<file path="config.mk">
export PLATFORM = sky130hd
export DESIGN_NAME = viterbi_frame_ctrl
export DESIGN_NICKNAME = d
export VERILOG_FILES = /design/src/rtl/viterbi_frame_ctrl.sv
export SDC_FILE = /design/constraint.sdc
export NUM_CORES = 1
export LEC_CHECK = 0
export ABC_AREA = 0
export BUFFER_PORTS_ARGS = -buffer_cell sky130_fd_sc_hd__buf_2
export CAP_MARGIN = 10
export CORE_MARGIN = 3
export CORE_UTILIZATION = 55
export CTS_CLUSTER_DIAMETER = 100
export CTS_CLUSTER_SIZE = 30
export DETAILED_ROUTE_END_ITERATION = 10
export PLACE_DENSITY = 0.86
export SETUP_SLACK_MARGIN = 0.15
export SLEW_MARGIN = 25
export SYNTH_ARGS = -nofsm -noshare
export SYNTH_HDL_FRONTEND = slang
export SYNTH_SLANG_ARGS = --single-unit
export TNS_END_PERCENT = 1
</file>
<file path="constraint.sdc">
create_clock -name clk -period 2.2 [get_ports clk]
set_clock_uncertainty 0.05 [all_clocks]
set_input_delay 0.22 -clock clk [delete_from_list [all_inputs] [get_ports clk]]
set_output_delay 0.22 -clock clk [all_outputs]
set_load 0.05 [all_outputs]
</file>
<file path="src/rtl/viterbi_frame_ctrl.sv">
// viterbi_frame_ctrl: frame controller around a Viterbi ACS core and traceback unit.
// Buffers up to MAX_LEN two-bit symbols, streams them to the ACS core, starts the
// traceback, collects the decoded bits and hands them to the host one at a time.
// Optional build macro VITERBI_CTRL_AUTOSTART_EN: a frame that fills the buffer
// starts decoding on its own, without waiting for a start pulse.
module viterbi_frame_ctrl #(
    parameter int MAX_LEN = 32
) (
    input  logic       clk,
    input  logic       rst_n,
    input  logic       sym_valid,
    input  logic [1:0] sym_data,
    output logic       rx_ready,
    input  logic       start,
    input  logic       out_ack,
    output logic       out_valid,
    output logic       out_bit,
    output logic       busy,
    output logic       frame_done,
    output logic       acs_valid,
    output logic [1:0] acs_sym,
    input  logic       acs_ready,
    output logic       tb_start,
    output logic [5:0] tb_len,
    input  logic       tb_bit_we,
    input  logic [4:0] tb_bit_idx,
    input  logic       tb_bit,
    input  logic       tb_done
);

    localparam int         IDX_W     = $clog2(MAX_LEN);
    localparam logic [5:0] MAX_LEN_W = 6'(MAX_LEN);

    typedef enum logic [2:0] {
        S_IDLE,
        S_LOAD,
        S_ACS,
        S_TRACE,
        S_OUT,
        S_DONE
    } state_t;

    state_t             state_q, state_n;
    logic [5:0]         len_q, len_n, len_base;
    logic [5:0]         rd_idx_q, rd_idx_n;
    logic [MAX_LEN-1:0] dec_q;
    logic [1:0]         sym_mem [MAX_LEN];

    logic rx_ready_q, out_valid_q, busy_q, frame_done_q, acs_valid_q, tb_start_q;
    logic [5:0] tb_len_q;
    logic rx_ready_n, tb_start_n;
    logic accept, acs_fire, out_fire;

    assign accept   = sym_valid && rx_ready_q;
    assign acs_fire = acs_valid_q && acs_ready;
    assign out_fire = out_valid_q && out_ack;
    // A symbol arriving in DONE opens a new frame, so it lands at index 0.
    assign len_base = (state_q == S_DONE) ? 6'd0 : len_q;

    // Next-state, frame length, read pointer and traceback-request decode.
    // NOTE: every signal written here gets a default first, so no path leaves it unassigned and no latch is inferred.
    always_comb begin
        state_n    = state_q;
        len_n      = len_q;
        rd_idx_n   = rd_idx_q;
        tb_start_n = 1'b0;
        unique case (state_q)
            S_IDLE, S_LOAD, S_DONE: begin
                if (accept) begin
                    len_n   = len_base + 6'd1;
                    state_n = S_LOAD;
                end
                // The symbol is taken before start is looked at; LOAD or a fresh
                // accept both guarantee at least one buffered symbol.
                if (start && (state_q == S_LOAD || accept)) begin
                    state_n  = S_ACS;
                    rd_idx_n = '0;
                end
`ifdef VITERBI_CTRL_AUTOSTART_EN
                if (accept && len_n == MAX_LEN_W) begin
                    state_n  = S_ACS;
                    rd_idx_n = '0;
                end
`endif
            end
            S_ACS: begin
                if (acs_fire) begin
                    rd_idx_n = rd_idx_q + 6'd1;
                    if (rd_idx_q + 6'd1 == len_q) begin
                        state_n    = S_TRACE;
                        tb_start_n = 1'b1;
                    end
                end
            end
            S_TRACE: begin
                if (tb_done) begin
                    state_n  = S_OUT;
                    rd_idx_n = '0;
                end
            end
            S_OUT: begin
                if (out_fire) begin
                    rd_idx_n = rd_idx_q + 6'd1;
                    if (rd_idx_q + 6'd1 == len_q) state_n = S_DONE;
                end
            end
            default: state_n = S_IDLE;
        endcase
        rx_ready_n = (state_n == S_IDLE || state_n == S_LOAD || state_n == S_DONE)
                     && (len_n < MAX_LEN_W);
    end

    // Control state and registered outputs, all derived from the next state.
    // NOTE: clocked state uses non-blocking assignments so every flop samples pre-edge values.
    always_ff @(posedge clk or negedge rst_n) begin
        if (!rst_n) begin
            state_q      <= S_IDLE;
            len_q        <= '0;
            rd_idx_q     <= '0;
            rx_ready_q   <= 1'b0;
            out_valid_q  <= 1'b0;
            busy_q       <= 1'b0;
            frame_done_q <= 1'b0;
            acs_valid_q  <= 1'b0;
            tb_start_q   <= 1'b0;
            tb_len_q     <= '0;
        end else begin
            state_q      <= state_n;
            len_q        <= len_n;
            rd_idx_q     <= rd_idx_n;
            rx_ready_q   <= rx_ready_n;
            out_valid_q  <= (state_n == S_OUT);
            busy_q       <= (state_n == S_ACS) || (state_n == S_TRACE);
            frame_done_q <= (state_n == S_DONE);
            acs_valid_q  <= (state_n == S_ACS);
            tb_start_q   <= tb_start_n;
            tb_len_q     <= len_n;
        end
    end

    // Decoded-bit store written by the traceback unit; indices past the frame are dropped.
    always_ff @(posedge clk or negedge rst_n) begin
        if (!rst_n) begin
            dec_q <= '0;
        end else if (state_q == S_TRACE && tb_bit_we && ({1'b0, tb_bit_idx} < len_q)) begin
            dec_q[tb_bit_idx[IDX_W-1:0]] <= tb_bit;
        end
    end

    // Symbol buffer write on every accepted symbol.
    // NOTE: the buffer has no reset; it is only read at indices written in the current frame.
    always_ff @(posedge clk) begin
        if (accept) sym_mem[len_base[IDX_W-1:0]] <= sym_data;
    end

    assign rx_ready   = rx_ready_q;
    assign out_valid  = out_valid_q;
    assign busy       = busy_q;
    assign frame_done = frame_done_q;
    assign acs_valid  = acs_valid_q;
    assign tb_start   = tb_start_q;
    assign tb_len     = tb_len_q;
    // Buffer reads are gated so both read ports sit at 0 when not offering data.
    assign acs_sym    = acs_valid_q ? sym_mem[rd_idx_q[IDX_W-1:0]] : 2'b00;
    assign out_bit    = out_valid_q ? dec_q[rd_idx_q[IDX_W-1:0]] : 1'b0;

endmodule

</file>
# After elaboration in Yosys (flattened, before gate mapping)
# Memories as Yosys holds them, arrays and structs flattened.
# Cells that the tools add are included.
# classes
n_addsub	2
multipliers	0
div_mod_pow	0
n_lt_le_gt_ge	5
n_eq_ne	15
shift	0
mux	28
bitwise	0
reduce_logical	17
# ops
cell	n
6-bit 2-to-1 mux	7
32-bit bitwise mux	1
6-bit one-hot mux with 4 select lines	1
3-bit 2-to-1 mux	7
6-bit by 1-bit adder with 6-bit output, second input constant	2
3-bit by 2-bit == test with 1-bit output, second input constant	4
3-bit == test, second input constant	4
5-bit by 6-bit < comparator with 1-bit output, second input constant	2
3-bit one-hot mux with 4 select lines	1
1-bit logical AND	8
1-bit 2-to-1 mux	8
2-bit inequality test, second input constant	4
3-bit by 1-bit == test with 1-bit output, second input constant	2
6-bit == test	1
3-bit zero test	2
5-bit by 6-bit < comparator with 1-bit output	1
6-bit < comparator, second input constant	1
1-bit binary-select mux with 5-bit select	1
1-bit demux with 5-bit select	1
5-bit by 1-bit >= comparator with 1-bit output, second input constant	1
5-bit AND reduction	1
1-bit logical OR	4
4-bit nonzero test	1
3-bit OR reduction	1
2-bit 2-to-1 mux	1
# totals
regBits	53
latch_bits	0
ram_bits	64
rom_bits	0
inputBits	16
out_inout_bits	15
memories	1
# memory_table
memory	depth	width	read_ports	rd_ports_with_merged_regs	wr	line_no	text
sym_mem	32	2	1	0	1	47	logic [1:0] sym_mem [MAX_LEN];

# Longest topological paths before layout
# logic_depth
depth_word	9
mapped_depth	9

# Worst setup path after synthesis
# Ideal clock, no wire load.
# synth_path
path_kind	register to register
from	register tb_len[4] (netlist name)
to	register dec_q[12]
t_arrival_ns	2.381
required_time_ns	2.025
slack_ns	-0.355
stages_incl_launch_ff	10
n_path_buf	2
synth_period_minus_slack_ns	2.555
cell_sequence	dfrtp_1 buf_2 inv_1 ha_1 a21oi_1 o21a_1 clkbuf_1 nand4_1 a21oi_1 mux2_2
# synth_lines
item	line_no	text
end signal: indexed assignment	146	dec_q[tb_bit_idx[IDX_W-1:0]] <= tb_bit;
end: declaration	46	logic [MAX_LEN-1:0] dec_q;

# Final worst setup path
# layout_path
from	register rd_idx_q[0]
to	output out_bit
# layout_via
elab_chain_len	3
# layout_rtl
item	line_no	text
start: declaration	45	logic [5:0] rd_idx_q, rd_idx_n;
start signal: assignment	130	rd_idx_q <= rd_idx_n;
1-bit binary-select mux with 5-bit select	165	assign out_bit = out_valid_q ? dec_q[rd_idx_q[IDX_W-1:0]] : 1'b0;
1-bit 2-to-1 mux (not written as such)	165	
1-bit 2-to-1 mux	165	
end: declaration	17	output logic out_bit,
# Every way passes these cells. The select of a mux whose other input is x is not followed.

==> run_results.csv <==
group,metric,value,unit
logic_synthesis,syn-num-nets,517,
cts,cts.sinks,117,
logic_synthesis,synthTopCellsByCount,"edfxtp_1 (64), dfrtp_1 (53), nor2_1 (46)",
logic_synthesis,synth_edf_count,64,
logic_synthesis,syn_area,0.00602,mm^2
logic_synthesis,yosysWarnings,0,
final_layout,nets,564,
die,chipWidth,111,um
route,wl_per_cell,22.7,um
worst_setup_path,start_kind,"flip-flop",
cts,clock-root-buffer,"clkbuf_8",
timing,worst_slew_pin_slew,0.685,ns
timing,drv_slew,0,
logic_synthesis,synth_cell_types,56,
final_layout,finish.utilization,69.4,%
grt,use_met1,34.1,%
pwr,p_comb_share,30.2,%
timing,setup_slack,-0.457,ns
pwr,pwr_density_cell,1020,mW/mm^2
logic_synthesis,synth_compound_area_share,9.17,%
logic_synthesis,synthSimpleGateAreaFrac,14.2,%
logic_synthesis,synthMuxAreaShare,16.0,%
final_layout,drive_gt1_share,38.2,%
die,ios,31,
pwr,p_int,4.88,mW
route,routed_wl,15.6,mm
final_layout,area_growth,20.6,%
worst_setup_path,path_max_fanout,8,
logic_synthesis,synth_fa_ha_area_share,1.87,%
worst_setup_path,end_kind,"output pin",
final_layout,fin_cells,688,
logic_synthesis,avgSynthCellArea,12.2,um^2
cts,htreeDepth,4,
timing,setup_tns,-2.03,ns
die,die_h,111,um
status,outcome,"complete, but fails checks",
timing,finalCriticalPeriod,2.66,ns
timing,post-route-period-util,121,%
place,hpwl,9.98,mm
min_path,hold_class,"input pin to flip-flop",
logic_synthesis,synthMostInstantiatedCell,"edfxtp_1",
grt,antenna_found_initial,0,
worst_setup_path,rr_worst_depth,8,
place,io_buffers,30,
pwr,vdd_drop_max,0.000984,V
route,drt_first_pass_iters,6,
logic_synthesis,seq_area_frac_synth,54.0,%
grt,grt_max_degree,33,
cts,path_clk_slew,0.06,ns
worst_setup_path,worst-setup-path-type,"flip-flop to output pin",
logic_synthesis,async_flop_share,45.3,%
cts,cts_inserted_buffers,17,
logic_synthesis,synth_top_family_by_area,"multiplexers",
pwr,seqPwrFrac,34.7,%
grt,track_usage,25.7,%
grt,grt_busiest_layer,"met2",
route,vias,4570,
pwr,leakagePower,2.80,nW
cts,cts_tree,"yes",
logic_synthesis,syn_inst,492,
min_path,min_path_cells,4,
job,max_cap_violations,0,
grt,grt_util_met2,41.1,%
logic_synthesis,synth_xor_area_share,1.02,%
final_layout,fillers,703,
logic_synthesis,synthTopCellsByArea,"edfxtp_1 (32%), dfrtp_1 (22%), mux4_2 (9.0%)",
grt,use_met3,6.36,%
final_layout,multi_input_area,0.00271,mm^2
pwr,clkPwrFrac,35.2,%
timing,rsz0062_at_grt,"yes",
grt,grt_pass1_vias,4514,
die,core-area,0.0105,mm^2
final_layout,diodes,0,
timing,hold_ws,0.117,ns
die,initial_utilization,57.5,%
timing,finalHoldViolCount,0,
timing,relSlewSlack,54.3,%
worst_setup_path,arrival,2.39,ns
logic_synthesis,yosys.area.top_type,"edfxtp_1",
cts,clk_path_buf_depth,2,
place,dp.cells,648,
cts,worstSkewPairLatency,0.52,ns
die,die-area,0.0122,mm^2
logic_synthesis,yosys_most_used_dff,"edfxtp_1",
route,viasPerCell,6.64,
pwr,switching_share,34.2,%
place,gp_congestion,0.890,
timing,setup_violations,7,
worst_setup_path,required,1.93,ns
route,drc,0,
logic_synthesis,synth_top_area_share,31.9,%
timing,fmax,0.376,GHz
grt,grt_overflow,0,
route,drt_iter0_markers,655,
pwr,total_power,7.41,mW
grt,grt_pass1_wl,24.7,mm
status,violations,"setup timing",
final_layout,seq_area,0.00325,mm^2
die,rows,37,
route,ant_nets,0,
logic_synthesis,ys_seq_elements,117,
pwr,p_switching,2.53,mW
## sequential cells by signal, summed over array words and instances (netlist names), 3 cells and up
signal	cells
state_q	3
rd_idx_q	6
dec_q	32
tb_len	6
sym_mem	64
## power groups by stage
| stage | clock network (mW) | logic (mW) | registers [mW] |
|---|---|---|---|
| floorplan | 0 | 1.19 | 2.74 |
| global placement | 0 | 1.84 | 2.58 |
| detailed placement | 0 | 1.90 | 2.59 |
| CTS | 2.63 | 2.07 | 2.55 |
| global route | 2.73 | 2.37 | 2.58 |
| finish | 2.61 | 2.24 | 2.57 |
## worst max-delay path: stages, from the launching register on
cell     delay, ns
dfrtp_2       0.44
buf_12        0.17
buf_12        0.11
mux4_2        0.49
o22ai_2       0.18
nor3_1        0.09
a21oi_2       0.16
nor2b_1       0.07
buf_6         0.15
## cells by family after synthesis
kind of cell             Yosys count
AND/OR/NAND/NOR                  160
XOR/XNOR                           7
AO/OA/AOI/OAI                     91
buffers and inverters             46
flip-flops                       117
multiplexers                      62
adder cells (fa/ha/maj)            9
## cell usage in the layout, fill, tap and decap left out, types with 5 or more instances in the layout
master	netlist	routed
and2_1	6	6
o22ai_1	6	5
buf_2	10	27
nand4_1	35	35
buf_4	1	23
clkbuf_16	0	16
o21ai_0	13	13
nand2b_1	8	8
edfxtp_1	64	64
buf_6	4	6
ha_1	9	8
mux2_2	30	29
nand3_1	9	8
a21oi_1	42	32
nor2_2	0	19
dfrtp_1	53	49
nor2b_1	11	10
inv_6	0	6
xnor2_1	5	5
nand2_1	24	18
a21oi_2	0	10
mux2i_1	5	5
inv_1	8	5
mux4_2	24	24
nor2_1	46	27
## area by class of cell
cell class                      instances  share of cell area [%]
Clock buffer                           18                    5.76
Tap cell                              136                    2.34
Multi-Input combinational cell        329                    37.3
Inverter                                8                   0.448
Timing Repair Buffer                   66                    7.41
Sequential cell                       117                    44.8
Clock inverter                         14                    1.93
## through the flow
stage	setup WS [ns]	cell area (um^2)
6_report	-0.457	7260
5_1_grt	-0.520	7260
4_1_cts	-0.425	7110
3_5_place_dp	0.0126	6400
3_3_place_gp	0.0703	6400
2_1_floorplan	-0.0685	6040
## path summary, 6_finish.rpt
| check | slack (ns) | from | endpoint |
|---|---|---|---|
| worst max-delay path | -0.46 | rd_idx_q[0] | out_bit |
| worst min-delay path | 0.12 | out_ack | frame_done |
| worst max register to register | -0.24 | rd_idx_q[0] | acs_valid |
| worst min register to register | 0.44 | dec_q[4] | dec_q[4] |
| max in group asynchronous | 1.34 | rst_n | tb_len[3] |
| min in group asynchronous | 0.18 | rst_n | dec_q[31] |
## what timing repair did
| item | CTS | global route |
|---|---|---|
| buffers inserted | 1 | 2 |
| setup endpoints to repair | 59 | 107 |
| endpoints found under the hold margin | 25 | 0 |
| gates cloned | 1 | 0 |
| resized for setup | 26 | 38 |
| hold buffers | 4 | 0 |
| pin swaps | 5 | 9 |
## metal layers
layer	share of wire, %	wire (um)
met4	3.4	529
met5	0	0
met2	50	7830
met1	39	6020
met3	7.9	1230
No activity file was read; power rests on OpenSTA's default activity.
